===== src/rtl/cpu_fetch_unit_pkg.sv =====
// Shared CPU fetch definitions: reset vector, NOP word, queue entry layout.
// Latency: n/a (types and constants only).
// Backpressure: n/a.
package cpu_fetch_unit_pkg;

  localparam logic [31:0] RESET_PC_DEFAULT = 32'hBFC0_0000;
  localparam logic [31:0] NOP_WORD         = 32'h0000_0000;

  // One instruction queue entry: fetched word plus the address it came from.
  typedef struct packed {
    logic [31:0] inst;
    logic [31:0] pc;
  } fetch_entry_t;

  // Fetch addresses are always word aligned; low bits of targets are dropped.
  function automatic logic [31:0] word_align(input logic [31:0] addr);
    return {addr[31:2], 2'b00};
  endfunction

endpackage


===== src/rtl/cpu_fetch_fifo.sv =====
// Instruction queue: DEPTH x 64-bit entries, synchronous push/pop, single-cycle flush.
// Latency: a pushed entry is visible at head_dat the cycle after the push.
// Backpressure: none internally; the caller's credit accounting keeps pushes within capacity.
// Ports: clk/rst (async active-high), flush, push/push_dat, pop, head_dat, count.
module cpu_fetch_fifo
  import cpu_fetch_unit_pkg::*;
#(
  parameter int DEPTH = 4
) (
  input  logic                         clk,
  input  logic                         rst,
  input  logic                         flush,
  input  logic                         push,
  input  fetch_entry_t                 push_dat,
  input  logic                         pop,
  output fetch_entry_t                 head_dat,
  output logic [$clog2(DEPTH+1)-1:0]   count
);

  localparam int PW = $clog2(DEPTH);
  localparam int CW = $clog2(DEPTH + 1);

  fetch_entry_t  mem_q [DEPTH];
  logic [PW-1:0] rd_ptr_q, rd_ptr_d;
  logic [PW-1:0] wr_ptr_q, wr_ptr_d;
  logic [CW-1:0] count_q, count_d;
  logic          do_push;
  logic          do_pop;

  always_comb begin
    do_pop   = pop && (count_q != '0);
    // A push into a full queue is still legal when the head leaves in the same cycle.
    do_push  = push && ((count_q != CW'(DEPTH)) || do_pop);
    rd_ptr_d = rd_ptr_q;
    wr_ptr_d = wr_ptr_q;
    count_d  = count_q;
    if (flush) begin
      rd_ptr_d = '0;
      wr_ptr_d = '0;
      count_d  = '0;
    end else begin
      // DEPTH is a power of two, so pointers wrap naturally.
      if (do_push) wr_ptr_d = wr_ptr_q + PW'(1);
      if (do_pop)  rd_ptr_d = rd_ptr_q + PW'(1);
      case ({do_push, do_pop})
        2'b10:   count_d = count_q + CW'(1);
        2'b01:   count_d = count_q - CW'(1);
        default: count_d = count_q;
      endcase
    end
  end

  always_ff @(posedge clk or posedge rst) begin
    if (rst) begin
      rd_ptr_q <= '0;
      wr_ptr_q <= '0;
      count_q  <= '0;
    end else begin
      rd_ptr_q <= rd_ptr_d;
      wr_ptr_q <= wr_ptr_d;
      count_q  <= count_d;
    end
  end

  // Storage needs no reset: nothing is read while count is zero.
  always_ff @(posedge clk) begin
    if (do_push && !flush) mem_q[wr_ptr_q] <= push_dat;
  end

  assign head_dat = mem_q[rd_ptr_q];
  assign count    = count_q;

endmodule


===== src/rtl/cpu_fetch_unit.sv =====
// Instruction fetch: issues sequential word fetches, queues in-order responses, handles redirects.
// Latency: grant -> response -> inst_valid the cycle after the response; 1 inst/cycle sustained.
// Backpressure: requests stop when outstanding or queue credit is exhausted; inst_ready pops the head.
// Ports: clk/rst; imem_req/addr/gnt/rvalid/rdata memory side; inst_valid/inst/inst_pc/inst_ready
//        decoder side; redirect_valid/redirect_pc; fetch_halt blocks new requests only.
module cpu_fetch_unit #(
  parameter int          DEPTH    = 4,
  parameter int          MAX_OUT  = 2,
  parameter logic [31:0] RESET_PC = cpu_fetch_unit_pkg::RESET_PC_DEFAULT
) (
  input  logic        clk,
  input  logic        rst,
  output logic        imem_req,
  output logic [31:0] imem_addr,
  input  logic        imem_gnt,
  input  logic        imem_rvalid,
  input  logic [31:0] imem_rdata,
  output logic        inst_valid,
  output logic [31:0] inst,
  output logic [31:0] inst_pc,
  input  logic        inst_ready,
  input  logic        redirect_valid,
  input  logic [31:0] redirect_pc,
  input  logic        fetch_halt
);

  import cpu_fetch_unit_pkg::*;

  localparam int CW = $clog2(DEPTH + 1);
  localparam int IW = $clog2(MAX_OUT + 1);

  logic [31:0]   fetch_pc_q, fetch_pc_d;
  logic [31:0]   rsp_pc_q, rsp_pc_d;
  logic [IW-1:0] inflight_q, inflight_d;
  logic [IW-1:0] drop_cnt_q, drop_cnt_d;

  logic [CW-1:0] q_count;
  fetch_entry_t  q_head;
  fetch_entry_t  q_push_dat;
  logic          q_push;
  logic          q_pop;
  logic [31:0]   credit;
  logic          rsp_take;
  logic          rsp_drop;
  logic          xfer;

  always_comb begin
    // Credit counts every slot already spoken for: queued words plus live responses
    // still in flight. Responses that will be dropped never need a slot.
    credit     = 32'(q_count) + 32'(inflight_q) - 32'(drop_cnt_q);
    imem_req   = !rst && !redirect_valid && !fetch_halt &&
                 (inflight_q < IW'(MAX_OUT)) && (credit < 32'(DEPTH));
    imem_addr  = fetch_pc_q;
    xfer       = imem_req && imem_gnt;

    // A response with nothing outstanding is stray and changes nothing.
    rsp_take   = imem_rvalid && (inflight_q != '0);
    rsp_drop   = rsp_take && (drop_cnt_q != '0);

    inst_valid = (q_count != '0);
    inst       = inst_valid ? q_head.inst : NOP_WORD;
    inst_pc    = inst_valid ? q_head.pc   : 32'h0;

    q_push          = rsp_take && !rsp_drop && !redirect_valid;
    q_pop           = inst_valid && inst_ready && !redirect_valid;
    q_push_dat.inst = imem_rdata;
    q_push_dat.pc   = rsp_pc_q;

    fetch_pc_d = fetch_pc_q;
    rsp_pc_d   = rsp_pc_q;
    inflight_d = inflight_q;
    drop_cnt_d = drop_cnt_q;

    if (redirect_valid) begin
      // Everything still outstanding belongs to the old path; the response that
      // lands this cycle (if any) is already discarded by not pushing it.
      fetch_pc_d = word_align(redirect_pc);
      rsp_pc_d   = word_align(redirect_pc);
      inflight_d = inflight_q - IW'(rsp_take);
      drop_cnt_d = inflight_q - IW'(rsp_take);
    end else begin
      if (xfer)     fetch_pc_d = fetch_pc_q + 32'd4;
      if (q_push)   rsp_pc_d   = rsp_pc_q + 32'd4;
      if (rsp_drop) drop_cnt_d = drop_cnt_q - IW'(1);
      inflight_d = inflight_q + IW'(xfer) - IW'(rsp_take);
    end
  end

  always_ff @(posedge clk or posedge rst) begin
    if (rst) begin
      fetch_pc_q <= RESET_PC;
      rsp_pc_q   <= RESET_PC;
      inflight_q <= '0;
      drop_cnt_q <= '0;
    end else begin
      fetch_pc_q <= fetch_pc_d;
      rsp_pc_q   <= rsp_pc_d;
      inflight_q <= inflight_d;
      drop_cnt_q <= drop_cnt_d;
    end
  end

  cpu_fetch_fifo #(
    .DEPTH (DEPTH)
  ) u_fifo (
    .clk      (clk),
    .rst      (rst),
    .flush    (redirect_valid),
    .push     (q_push),
    .push_dat (q_push_dat),
    .pop      (q_pop),
    .head_dat (q_head),
    .count    (q_count)
  );

endmodule


===== config.mk =====
export PLATFORM = sky130hd
export DESIGN_NAME = cpu_fetch_unit
export DESIGN_NICKNAME = d
export VERILOG_FILES = /design/src/rtl/cpu_fetch_unit_pkg.sv /design/src/rtl/cpu_fetch_fifo.sv /design/src/rtl/cpu_fetch_unit.sv
export SDC_FILE = /design/constraint.sdc
export NUM_CORES = 1
export LEC_CHECK = 0
export CORE_AREA = 2 2 187 189
export DETAILED_ROUTE_END_ITERATION = 7
export DIE_AREA = 0 0 189 191
export GPL_TIMING_DRIVEN = 0
export PLACE_DENSITY = 0.68
export REMOVE_ABC_BUFFERS = 1
export SYNTH_ARGS = -nofsm -noshare
export SYNTH_HDL_FRONTEND = slang
export SYNTH_SLANG_ARGS = --single-unit

===== constraint.sdc =====
create_clock -name clk -period 6.1 [get_ports clk]
set_input_delay 1.22 -clock clk [delete_from_list [all_inputs] [get_ports clk]]
set_output_delay 1.22 -clock clk [all_outputs]
set_load 0.005 [all_outputs]

After elaboration in Yosys (flattened, before gate mapping)
Memories as Yosys holds them, arrays and structs flattened. Cells that the tools add are included.

Bits in registers: 75. Bits in latches: 0. Bits in read-only memories: 0. Input bits: 71. Bits in writable memories: 256. Memories: 1.

Memory list: u_fifo.mem_q (words 4, bits a word 64, read ports 1, clocked after Yosys merged registers in 0, wr ports 1, RTL line cpu_fetch_fifo.sv:23) `fetch_entry_t mem_q [DEPTH];`.

Bitwise gates (word level): 0. Equal/unequal tests: 3. Shift-type cells: 0. Muxes and demuxes: 17. Reductions and logical operators: 28. Add/sub/neg operators: 12. Div/mod/pow operators: 0. Multiply operators: 0. Magnitude comparators: 2.

Operators by type and width (count): $mux 32 (6); $add 32x3->32 const B (2); $lt 32x3->1 const B (1); $logic_and 1x1->1 (14); $mux 2 (7); $reduce_bool 2->1 (7); $pmux 3 s2 (1); $reduce_bool 3->1 (2); $sub 4x2->5 (1); $add 2x1->2 const B (2); $add 3x2->4 (1); $logic_not 1->1 (4); $sub 2x1->2 (2); $add 3x1->3 const B (1); $mux 3 (1); $ne 3x3->1 const B (1); $sub 3x1->3 const B (1); $add 2x1->2 (1); $eq 2x1->1 const B (1); $eq 2x2->1 const B (1); $lt 2x2->1 const B (1); $mux 1 (2); $sub 2x1->2 const B (1); $logic_or 1x1->1 (1).

Longest topological paths before layout
Word-level depth: 10. Depth in mapped cells: 16. Gate-level depth less buffers: 14.

By module
From an unflattened synthesis, not the netlist that was laid out.

Cell total of the unflattened synthesis: 926. Area total of the unflattened synthesis: 14355.0 sq um.

By module, submodules not included: cpu_fetch_fifo (times used 1, seq. area each 7862.5 sq um, cells each 397, area each 9789.4 sq um); cpu_fetch_unit (times used 1, seq. area each 1624.1 sq um, cells each 529, area each 4565.6 sq um).

Least setup slack after synthesis
Ideal clock, no wire load.

Path type: in2reg. Start point: in imem_rvalid. End point: mem u_fifo.mem_q[0][10] (netlist name) (enable). Path slack: 2147 ps. Library setup time: 426 ps. Arrival time: 3526 ps. Stages: 3. Required time: 5674 ps. Path through: o211ai_1 -> a311oi_1 -> and2_1.

Word-level cells in the longest chain between the ends: 9.

Ends and longest elaborated chain: start, declared (RTL line cpu_fetch_unit.sv:16) `input logic imem_rvalid,`; $logic_and 1x1->1 (*) (RTL line cpu_fetch_unit.sv:57) `rsp_take = imem_rvalid && (inflight_q != '0);`; $logic_and 1x1->1 (RTL line cpu_fetch_unit.sv:58) `rsp_drop = rsp_take && (drop_cnt_q != '0);`; $logic_not 1->1 (RTL line cpu_fetch_unit.sv:64) `q_push = rsp_take && !rsp_drop && !redirect_valid;`; $logic_and 1x1->1 (*) (2 in a row) (RTL line cpu_fetch_unit.sv:64); $logic_and 1x1->1 (*) (RTL line cpu_fetch_fifo.sv:33) `do_push = push && ((count_q != CW'(DEPTH)) || do_pop);`; $logic_and 1x1->1 (*) (RTL line cpu_fetch_fifo.sv:67) `if (do_push && !flush) mem_q[wr_ptr_q] <= push_dat;`; $mux 1 (*) (RTL line cpu_fetch_fifo.sv:67); $mux 1 (not written as such) (*) (RTL line cpu_fetch_fifo.sv:67); end, declared (RTL line cpu_fetch_fifo.sv:23).

Every way passes the cells marked *; elsewhere a longest branch is shown, timed or not.

Worst setup path after layout
Start point: reg inflight_q[1]. End point: out imem_req.

Word-level cells in the longest chain between the ends: 4.

Ends and longest elaborated chain: start, declared (RTL line cpu_fetch_unit.sv:34) `logic [IW-1:0] inflight_q, inflight_d;`; start signal, assigned (RTL line cpu_fetch_unit.sv:98) `inflight_q <= inflight_d;`; $add 3x2->4 (RTL line cpu_fetch_unit.sv:50) `credit = 32'(q_count) + 32'(inflight_q) - 32'(drop_cnt_q);`; $sub 4x2->5 (RTL line cpu_fetch_unit.sv:50); $lt 32x3->1 (RTL line cpu_fetch_unit.sv:52) `(inflight_q < IW'(MAX_OUT)) && (credit < 32'(DEPTH));`; $logic_and 1x1->1 (*) (RTL line cpu_fetch_unit.sv:52); end, declared (RTL line cpu_fetch_unit.sv:13) `output logic imem_req,`.

Marks and branches as above.

==> summary.txt <==
Yosys
  – Leading post-synthesis cells by cell area: edfxtp_1 (54%), mux4_2 (10%), dfrtp_1 (9.6%), dfstp_2 (3.4%), and2_1 (3.1%)
  – Post-synthesis adder-cell area fraction: 1.557%
  – Sequential element share of the synthesized area: 66.91%
  – Mux contribution to synthesized area: 10.34%
  – Ys async rst share: 22.26%
  – Synth warn: 0
  – Post-synthesis cell count: 889
  – Simple-gate area share of the yosys netlist: 10.64%
  – Area leader, netlist: edfxtp_1
  – Synthesized area: roughly 14,000 sq um
  – Cell variety after synth: 63
  – Main synth FF type: edfxtp_1
  – Synth Area in XOR/XNOR: 2.345%
  – Most common cell in the synthesized netlist: edfxtp_1
  – Post-synth EDFFs: 248
  – Synthesized area per cell: between 15 and 20 sq um
  – Largest family of logic cells by synthesized area: simple AND/OR/NAND/NOR gates
  – Top-area cell type share of the netlist area: 53.89%
  – Post-synth top cells: edfxtp_1 (248), and2_1 (69), mux4_2 (62)
  – Seq cells post-synth: roughly 320
  – Compound-Gate Fraction of Synth Area: 5.794%

Clock network
  – Buffer type at the clock tree root: clkbuf_16
  – Clock Path Buffers: 3
  – Worst-path clk slew: 0.06 ns
  – Post-CTS setup buffer count: 0
  – Clock Sink Count: between 300 and 400
  – Worst-Skew Late Latency: between 0.5 and 0.6 ns
  – Num CTS Buffers: 35
  – Post-CTS Hold Fix Bufs: 0
  – CTS tree: done
  – H-tree levels: 2
  – Cts repair resizes: 0

Die
  – Rows: 68
  – DIE AREA: 36,100 sq um
  – Die Y: ~190 microns
  – IO Count: 169
  – Die Wd: 189 microns
  – Starting Density: 40.51%
  – Core ar.: 34,120 sq um

Worst setup path
  – Kind of critical path: register to output pin
  – Setup crit end kind: output pin
  – Startpoint types: register
  – Critical Path Fanout Max: 9
  – Critical path data required time: 4.88 ns
  – Arr. time, crit path: approximately 3.5 ns

Drt
  – Initial DRC count: roughly 630
  – DR WL/cell: 20.33 microns
  – Drt first pass iters: 5
  – Vias: approximately 8,200
  – Vias per cell: 5.384
  – Final WL: around 31,000 microns
  – DRC: 0
  – ANT nets after route: 0

Worst hold path
  – Hold Crit Class: register to register

Cells and area
  – Area grow syn2layout: 24.65%
  – Layout cells sized above 1: 15.44%
  – Utilization after layout: between 50 and 60%
  – Final Net Count: roughly 1,100
  – Final Cell Area: 17,230 sq um

GRT
  – First-pass GRT wire length: 48,370 microns
  – Initial antenna violation count: 1
  – Grt ovf: 0
  – Total GRT Usage: about 17%
  – Largest net degree at the start of global routing: 53
  – Vias in the first global route: 8,148

Job
  – Max-Cap Viols: 0

Power
  – Pwr Density: 335.4 nW/um^2
  – Switching part of the total power: 25.09%
  – Sequential share of power: between 40% and 50%
  – Power share of the clock group: 36.8%
  – Leak: ~5.7 nW
  – NetSw: 0.001450 W
  – Maximum VDD drop: 0.1740 mV
  – P_int: 0.004329 W
  – Combinational share of power: 17.8%

Placement
  – Count of input and output buffers: 162
  – Global placement routability congestion: 0.8166
  – Placed wire-length estimate: 19,840 microns
  – Area post-placement: 16,060 sq um

Timing
  – Worst slew margin: 12.56%
  – Setup total negative slack: 0 ns
  – Max Slew Vio Count: 0
  – Post-route minimum period: approximately 4.7 ns
  – Hold Violations, Final: 0
  – RSZ-0062 raised after global routing: false
  – Max frequency: between 200 and 250 MHz
  – Hold slack: 0.5191 ns
  – Worst-Margin Slew: 1.310 ns
  – Period utilization: 76.98%
  – # setup viols final: 0
  – Skew final: approximately 0.011 ns

Status
  – Outcome: finished, final reports clean
==> cell usage in the layout, fill, tap and decap left out, types with 21 or more instances in the layout <==
cell type / n
xnor2_1: 23
nand3_1: 21
and2_1: 65
nand2_1: 60
clkbuf_16: 37
nor2_1: 21
mux4_2: 62
clkdlybuf4s50_1: 161
o21ai_0: 27
inv_1: 29
dfrtp_1: 51
edfxtp_1: 248
==> cell type report <==
cell class                 instances  area [sq um]
antenna                            1         2.502
clock buffer                      46         989.7
clock inverter                    14         175.2
fill                            2880         16890
inverter                          31         120.1
multi-input combinational        494          4267
sequential                       319          9254
tap                              455         569.3
timing repair buffer             171          1849
==> path summary, 6_finish.rpt <==
| path | from | to | slack (ns) | cells past startpoint |
|---|---|---|---|---|
| setup / recovery | inflight_q[1] | imem_req | 1.40 | 9 |
| hold / removal | imem_addr[31] | imem_addr[31] | 0.52 | 2 |
| max in group asynchronous | rst | rsp_pc_q[28] | 4.43 | 3 |
| setup reg to reg | inflight_q[1] | inflight_q[1] | 2.40 | 14 |
| min in group asynchronous | rst | inflight_q[0] | 1.06 | 2 |
| hold reg to reg | imem_addr[31] | imem_addr[31] | 0.52 | 2 |
==> power groups by stage <==
stage / Clock [W] / Combinational, W / Sequential, W
detailed placement: 0 / 0.00104 / 0.00267
global placement: 0 / 0.000992 / 0.00270
global route: 0.00227 / 0.00113 / 0.00264
CTS: 0.00218 / 0.00105 / 0.00262
floorplan: 0 / 0.000551 / 0.00265
finish: 0.00212 / 0.00103 / 0.00262
==> routing by layer <==
layer | GRT usage [%] | part of all wire [%] | vias to the layer above
li1 | - | - | 3773
met1 | 23.85 | 44 | 4185
met2 | 28.44 | 48 | 242
met3 | 3.965 | 6.5 | 43
met4 | 4.327 | 1.9 | 0
met5 | 0 | 0 | -
==> logic make-up after synthesis <==
| logic type | count (synthesis) |
|---|---|
| compound gates | 116 |
| xor+xnor | 37 |
| fa+ha+maj | 16 |
| buf+inv | 79 |
| flops | 319 |
| mux | 65 |
| other cells | 1 |
| simple gates | 256 |
==> through the flow <==
step	power [W]	cells	setup slack (ns)
5_1_grt	0.006045	1530	1.223
3_3_place_gp	0.003693	1461	-1.440
2_1_floorplan	0.003203	844	1.539
4_1_cts	0.005856	1530	1.391
6_report	0.005779	1531	1.404
3_5_place_dp	0.003711	1470	1.588
==> registers in the layout, summed over array words and instances, names as in the netlist <==
name,count
drop_cnt_q,2
imem_addr,30
inflight_q,2
rsp_pc_q,30
u_fifo.count,3
u_fifo.mem_q,248
u_fifo.rd_ptr_q,2
u_fifo.wr_ptr_q,2
==> critical path, cell delays in order, from the launching register on <==
cell,delay (ns)
dfrtp_1,0.45
inv_1,0.13
fa_1,0.54
inv_1,0.04
ha_1,0.29
and3b_1,0.18
o211a_1,0.25
or2_2,0.41
and3_1,0.23
clkdlybuf4s50_1,0.46
(Power assumes the default switching activity.)
